$ cat config.mk
export PLATFORM = sky130hd
export DESIGN_NAME = standcell_tick_sched
export DESIGN_NICKNAME = d
export VERILOG_FILES = /design/src/rtl/standcell_tick_sched.sv
export SDC_FILE = /design/constraint.sdc
export NUM_CORES = 1
export LEC_CHECK = 0
export ABC_AREA = 1
export CAP_MARGIN = 20
export CORE_MARGIN = 2
export CORE_UTILIZATION = 45
export DETAILED_ROUTE_END_ITERATION = 16
export HOLD_SLACK_MARGIN = 0.12
export PLACE_DENSITY = 0.77
export SKIP_LAST_GASP = 1
export SYNTH_ARGS = -nofsm -noshare
export SYNTH_HDL_FRONTEND = slang
export SYNTH_SLANG_ARGS = --single-unit
$ cat constraint.sdc
create_clock -name U -period 11.73 [get_ports U]
set_clock_uncertainty 0.1 [all_clocks]
set_input_delay 2.346 -clock U [delete_from_list [all_inputs] [get_ports U]]
set_output_delay 2.346 -clock U [all_outputs]
set_load 0.005 [all_outputs]
$ cat src/rtl/standcell_tick_sched.sv
// Run-control and timing-configuration block for the emulated discrete-logic array.
// Generates TICK, the single-cycle advance enable shared by every standard-cell delay
// model. Holds the broadcast tPHL/tPLH counts. The ARM side can halt the array,
// free-run it, or step it a fixed number of ticks through a four-register write port.
module standcell_tick_sched #(
   parameter int CNTW   = 10,
   parameter int PHLRST = 39,
   parameter int PLHRST = 399,
   parameter int DIVW   = 8
) (
   input  logic            U,
   input  logic            RESET,
   input  logic            WREN,
   input  logic [1:0]      WADDR,
   input  logic [15:0]     WDATA,
   output logic            TICK,
   output logic            RUNNING,
   output logic            STEPDONE,
   output logic            PEND,
   output logic [CNTW-1:0] PHLCNT,
   output logic [CNTW-1:0] PLHCNT,
   output logic [31:0]     TICKCOUNT
);

   typedef enum logic [1:0] {
      ST_HALT = 2'd0,
      ST_RUN  = 2'd1,
      ST_STEP = 2'd2
   } state_e;

   localparam logic [1:0]  ADDR_CTRL  = 2'd0;
   localparam logic [1:0]  ADDR_STEPN = 2'd1;
   localparam logic [1:0]  ADDR_PHL   = 2'd2;
   localparam logic [1:0]  ADDR_PLH   = 2'd3;
   localparam logic [31:0] CNT_MAX    = (32'd1 << CNTW) - 32'd1;

   state_e            state_q,    state_d;
   logic [DIVW-1:0]   div_q,      div_d;
   logic [DIVW-1:0]   presc_q,    presc_d;
   logic [15:0]       stepn_q,    stepn_d;
   logic [15:0]       remain_q,   remain_d;
   logic              tick_q,     tick_d;
   logic              stepdone_q, stepdone_d;
   logic              pend_q,     pend_d;
   logic [CNTW-1:0]   phl_q,      phl_d;
   logic [CNTW-1:0]   plh_q,      plh_d;
   logic [CNTW-1:0]   phl_sh_q,   phl_sh_d;
   logic [CNTW-1:0]   plh_sh_q,   plh_sh_d;
   logic [31:0]       tcount_q,   tcount_d;

   logic              wr_ctrl, wr_stepn, wr_phl, wr_plh;
   logic              ctrl_run, ctrl_step;
   logic              tick_due;
   logic [CNTW-1:0]   wr_cnt;

   assign wr_ctrl   = WREN && (WADDR == ADDR_CTRL);
   assign wr_stepn  = WREN && (WADDR == ADDR_STEPN);
   assign wr_phl    = WREN && (WADDR == ADDR_PHL);
   assign wr_plh    = WREN && (WADDR == ADDR_PLH);
   assign ctrl_run  = WDATA[0];
   assign ctrl_step = WDATA[1];
   // A current DIV below the running count (DIV lowered mid-run) still releases a tick.
   assign tick_due  = (presc_q >= div_q);

   // Saturate delay-count writes that exceed the counter width.
   always_comb begin
      wr_cnt = CNTW'(WDATA);
      if ({16'd0, WDATA} > CNT_MAX) begin
         wr_cnt = '1;
      end
   end

   // Next-state logic for run control, prescaler, step burst and delay shadows.
   always_comb begin
      // NOTE: every variable gets a default before any branch so no path can infer a latch.
      state_d    = state_q;
      div_d      = div_q;
      presc_d    = presc_q;
      stepn_d    = stepn_q;
      remain_d   = remain_q;
      tick_d     = 1'b0;
      stepdone_d = 1'b0;
      pend_d     = pend_q;
      phl_d      = phl_q;
      plh_d      = plh_q;
      phl_sh_d   = phl_sh_q;
      plh_sh_d   = plh_sh_q;
      tcount_d   = tcount_q + 32'(tick_q);

      if (wr_stepn) begin
         stepn_d = WDATA;
      end

      unique case (state_q)
         ST_HALT: begin
            presc_d = '0;
            if (wr_ctrl) begin
               div_d = DIVW'(WDATA[15:8]);
               if (ctrl_run) begin
                  state_d = ST_RUN;
               end else if (ctrl_step) begin
                  if (stepn_q == 16'd0) begin
                     stepdone_d = 1'b1;
                  end else begin
                     state_d  = ST_STEP;
                     remain_d = stepn_q;
                  end
               end
            end
         end

         ST_RUN: begin
            // A write with STEP set and RUN clear is a step request and is dropped whole.
            if (wr_ctrl && !ctrl_run && !ctrl_step) begin
               state_d = ST_HALT;
               div_d   = DIVW'(WDATA[15:8]);
               presc_d = '0;
            end else begin
               if (wr_ctrl && ctrl_run) begin
                  div_d = DIVW'(WDATA[15:8]);
               end
               if (tick_due) begin
                  tick_d  = 1'b1;
                  presc_d = '0;
               end else begin
                  presc_d = presc_q + 1'b1;
               end
            end
         end

         ST_STEP: begin
            if (wr_ctrl && ctrl_run) begin
               state_d  = ST_RUN;
               div_d    = DIVW'(WDATA[15:8]);
               presc_d  = '0;
               remain_d = '0;
            end else if (wr_ctrl && !ctrl_step) begin
               state_d  = ST_HALT;
               div_d    = DIVW'(WDATA[15:8]);
               presc_d  = '0;
               remain_d = '0;
            end else if (remain_q == 16'd0) begin
               // The last TICK is on the wires this cycle; report completion next.
               state_d    = ST_HALT;
               presc_d    = '0;
               stepdone_d = 1'b1;
            end else if (tick_due) begin
               tick_d   = 1'b1;
               presc_d  = '0;
               remain_d = remain_q - 16'd1;
            end else begin
               presc_d = presc_q + 1'b1;
            end
         end

         default: begin
            state_d = ST_HALT;
            presc_d = '0;
         end
      endcase

      // Shadow moves to the live counts while halted, or on the edge closing a TICK cycle.
      if (pend_q && ((state_q == ST_HALT) || tick_q)) begin
         phl_d  = phl_sh_q;
         plh_d  = plh_sh_q;
         pend_d = 1'b0;
      end
      // A write on the application edge lands in the shadow and stays pending.
      if (wr_phl) begin
         phl_sh_d = wr_cnt;
         pend_d   = 1'b1;
      end
      if (wr_plh) begin
         plh_sh_d = wr_cnt;
         pend_d   = 1'b1;
      end
   end

   // State and registered outputs; reset abandons any burst silently.
   always_ff @(posedge U or posedge RESET) begin
      if (RESET) begin
         state_q    <= ST_HALT;
         div_q      <= '0;
         presc_q    <= '0;
         stepn_q    <= '0;
         remain_q   <= '0;
         tick_q     <= 1'b0;
         stepdone_q <= 1'b0;
         pend_q     <= 1'b0;
         phl_q      <= CNTW'(PHLRST);
         plh_q      <= CNTW'(PLHRST);
         phl_sh_q   <= CNTW'(PHLRST);
         plh_sh_q   <= CNTW'(PLHRST);
         tcount_q   <= '0;
      end else begin
         // NOTE: non-blocking assignments so every register samples pre-edge values.
         state_q    <= state_d;
         div_q      <= div_d;
         presc_q    <= presc_d;
         stepn_q    <= stepn_d;
         remain_q   <= remain_d;
         tick_q     <= tick_d;
         stepdone_q <= stepdone_d;
         pend_q     <= pend_d;
         phl_q      <= phl_d;
         plh_q      <= plh_d;
         phl_sh_q   <= phl_sh_d;
         plh_sh_q   <= plh_sh_d;
         tcount_q   <= tcount_d;
      end
   end

   assign TICK      = tick_q;
   assign RUNNING   = (state_q != ST_HALT);
   assign STEPDONE  = stepdone_q;
   assign PEND      = pend_q;
   assign PHLCNT    = phl_q;
   assign PLHCNT    = plh_q;
   assign TICKCOUNT = tcount_q;

endmodule

==> results.ini <==
[clock_tree]
cts_tree=built
ctsHoldBuffers=0
clk_latency_ps=410
clk_pin_slew_ps=60
cts.repair.resized=0
cts_num_sinks=125
numCtsBuffers=17
root_buffer=clkbuf_16
clockBufferDepth=2
htree_levels=4
post_cts_buffers=0

[layout]
antenna_cells=0
fillers=1222
drive_gt1_share_pct=10.5
seq_area_mm2=0.00315
syn2layout_area_growth_pct=23.8
multi_input_area_mm2=0.00276
final_nets=899
final_cells=1055
stdcell_area_mm2=0.00786

[die]
core_area_mm2=0.0138
die_w_um=123
std_cell_rows=43
ioPinCount=77
die-area_mm2=0.0151
start_util_pct=45.9
die_y_um=123

[sta]
rsz0062_at_grt=no
period_share_pct=36.7
finalCriticalPeriod_ps=4300
slew_headroom_pct=30.3
tns_ps=0
tightest_slew_ps=1040
setup_viol=0
final_hold_viol_count=0
max_freq_mhz=232
maxSlewViolCount=0
worst_slack_ps=7430

[power]
swShare_pct=35.5
power_density_mw_per_mm2=211
power_w=0.00166
pwr-share-clk_pct=29.7
internal_power_w=0.00107
pwr-share-seq_pct=37.6
peakVddDrop_mv=0.125
p_leak_nw=3.74
pwr-share-comb_pct=32.7
switching_power_w=0.000589

[worst_setup_path]
r2r_setup_slack_ps=9600
crit_required_ps=9280
worst-r2r-cell-count=8
rr_endpoint=TICKCOUNT[18]
crit_start=state_q[0]
startpoint_type=flop
critPathKind=reg -> out
arrival_ps=1860
crit_fanout=6
crit_end=RUNNING
reg2reg_from=TICK
end_kind=primary output

[global_route]
track_usage_pct=20.7
grt-ovfl-total=0
grt.busiest_layer=met2
grt.met2_usage_pct=30.2
grt_pass1_vias=4927
grt_max_degree=74
grt_antenna_before_repair=0
met1_usage_pct=29.8
grt_first_pass_wirelength_mm=24.2
use_met3_pct=5.20

[outcome]
outcome=finished, final reports clean

[drt]
firstDrtPassIters=5
totalWireLength_mm=14.5
drtIter0Drc=446
wl_per_cell_um=13.8
vias=5296
ant_nets=0
avgViaCountPerCell=5.02
drc_errors=0

[place]
post-place-ws_ps=7380
dp_hpwl_mm=10.4
place.gp.congestion=0.918
postPlaceCellArea_mm2=0.00727
placed_cells=1022
io_buffers=76

[synthesis]
synth_top_area_cell=dfrtp_1
synth_seq_cells=125
synthTopCellsByArea=dfrtp_1, nand2_1, dfstp_2
syn-num-nets=817
synth_top_area_share_pct=41.4
synthCells=780
yosysWarnings=0
seq_area_frac_synth_pct=49.7
avgSynthCellArea_um2=8.13
synth_cell_types=36
syn-cell-area_mm2=0.00634

[run]
maxCapViolCount=0

[min_path]
hold_path_depth=1
hold_class=reg -> reg

==> final cells by class <==
class | instances | share of cell area, %
timing repair buffer | 80 | 10.2
tap | 180 | 2.87
sequential | 125 | 40.1
inverter | 93 | 4.51
multi-input combinational | 545 | 35.1
clock inverter | 12 | 1.43
clock buffer | 20 | 5.81
==> cells by family (layout without fill, tap and decap cells) <==
logic type                 Yosys count  count (layout)  share of synthesized area (%)
AOI/OAI and AO/OA                   83              83                           7.30
xor gates and xnor gates            37              37                           5.11
adders and majority gates           16              16                           3.16
buffers and inverters              110             205                           6.98
DFF                                125             125                           49.7
and+or+nand+nor                    409             409                           27.8
==> power by group through the flow <==
stage          logic [W]  clock network, W  registers [W]
6_report        0.000542          0.000494       0.000624
4_1_cts         0.000547          0.000503       0.000623
2_1_floorplan   0.000377                 0       0.000613
5_1_grt         0.000619          0.000527       0.000637
3_5_place_dp    0.000542                 0       0.000628
3_3_place_gp    0.000534                 0       0.000627
==> cell usage after synthesis, drive strengths merged <==
cell,number
nand3b,1
o2bb2ai,1
a21oi,2
o21a,1
o21ai,75
inv,93
buf,5
ha,16
nand3,56
a31o,1
dfstp,20
a211oi,1
nand2,243
nor4,2
o31ai,1
xor2,24
xnor2,13
nand4,9
nor3,15
nor2,83
dfrtp,105
clkbuf,12
o21bai,1
==> worst max-delay path, cell delays in order, from the launching register on <==
cell and delay, ps:
dfrtp_1 410, inv_1 90, ha_1 300, inv_1 140
clkdlybuf4s50_1 510
==> state kept, by name, indices dropped and copies added (netlist names) <==
signal	cells
TICKCOUNT	32
remain_q	16
stepn_q	16
PHLCNT	10
PLHCNT	10
phl_sh_q	10
plh_sh_q	10
div_q	8
presc_q	8
state_q	2
PEND	1
STEPDONE	1
TICK	1
==> routing by layer <==
metal	vias to the layer above	share of wire, %
li1	2625	-
met1	2499	49
met2	153	45
met3	19	5.3
met4	0	1.4
met5	-	0
==> placed cells by master (no fill, tap or decap), types with 4 or more instances in the layout <==
master | Yosys | routed
inv_2 | 4 | 4
o21ai_2 | 8 | 9
xor2_1 | 24 | 24
nand3_2 | 4 | 4
nand2_2 | 4 | 4
nor2_1 | 76 | 76
nor2_2 | 4 | 4
dfstp_2 | 20 | 20
clkinvlp_4 | 0 | 5
xnor2_1 | 13 | 13
ha_1 | 16 | 16
nor3_1 | 13 | 12
o21ai_0 | 66 | 66
clkdlybuf4s50_1 | 0 | 76
nand2_1 | 238 | 238
clkbuf_16 | 0 | 17
nand3_1 | 50 | 50
dfrtp_1 | 105 | 105
inv_1 | 88 | 87
nand4_1 | 9 | 9
==> how the worst min path moves through the flow <==
stage | start | end
global route | TICKCOUNT[31] | TICKCOUNT[31]
CTS | TICKCOUNT[31] | TICKCOUNT[31]
finish | TICKCOUNT[31] | TICKCOUNT[31]
floorplan | presc_q[0] | presc_q[0]
global placement | TICKCOUNT[31] | TICKCOUNT[31]
detailed placement | TICKCOUNT[31] | TICKCOUNT[31]
==> through the flow <==
stage	hold WS, ps	utilization (%)
3_5_place_dp	370	52.6
6_report	383	56.8
5_1_grt	405	56.8
4_1_cts	381	56.7
3_3_place_gp	365	52.6
2_1_floorplan	353	-
Power figures use the tool's default switching activity.
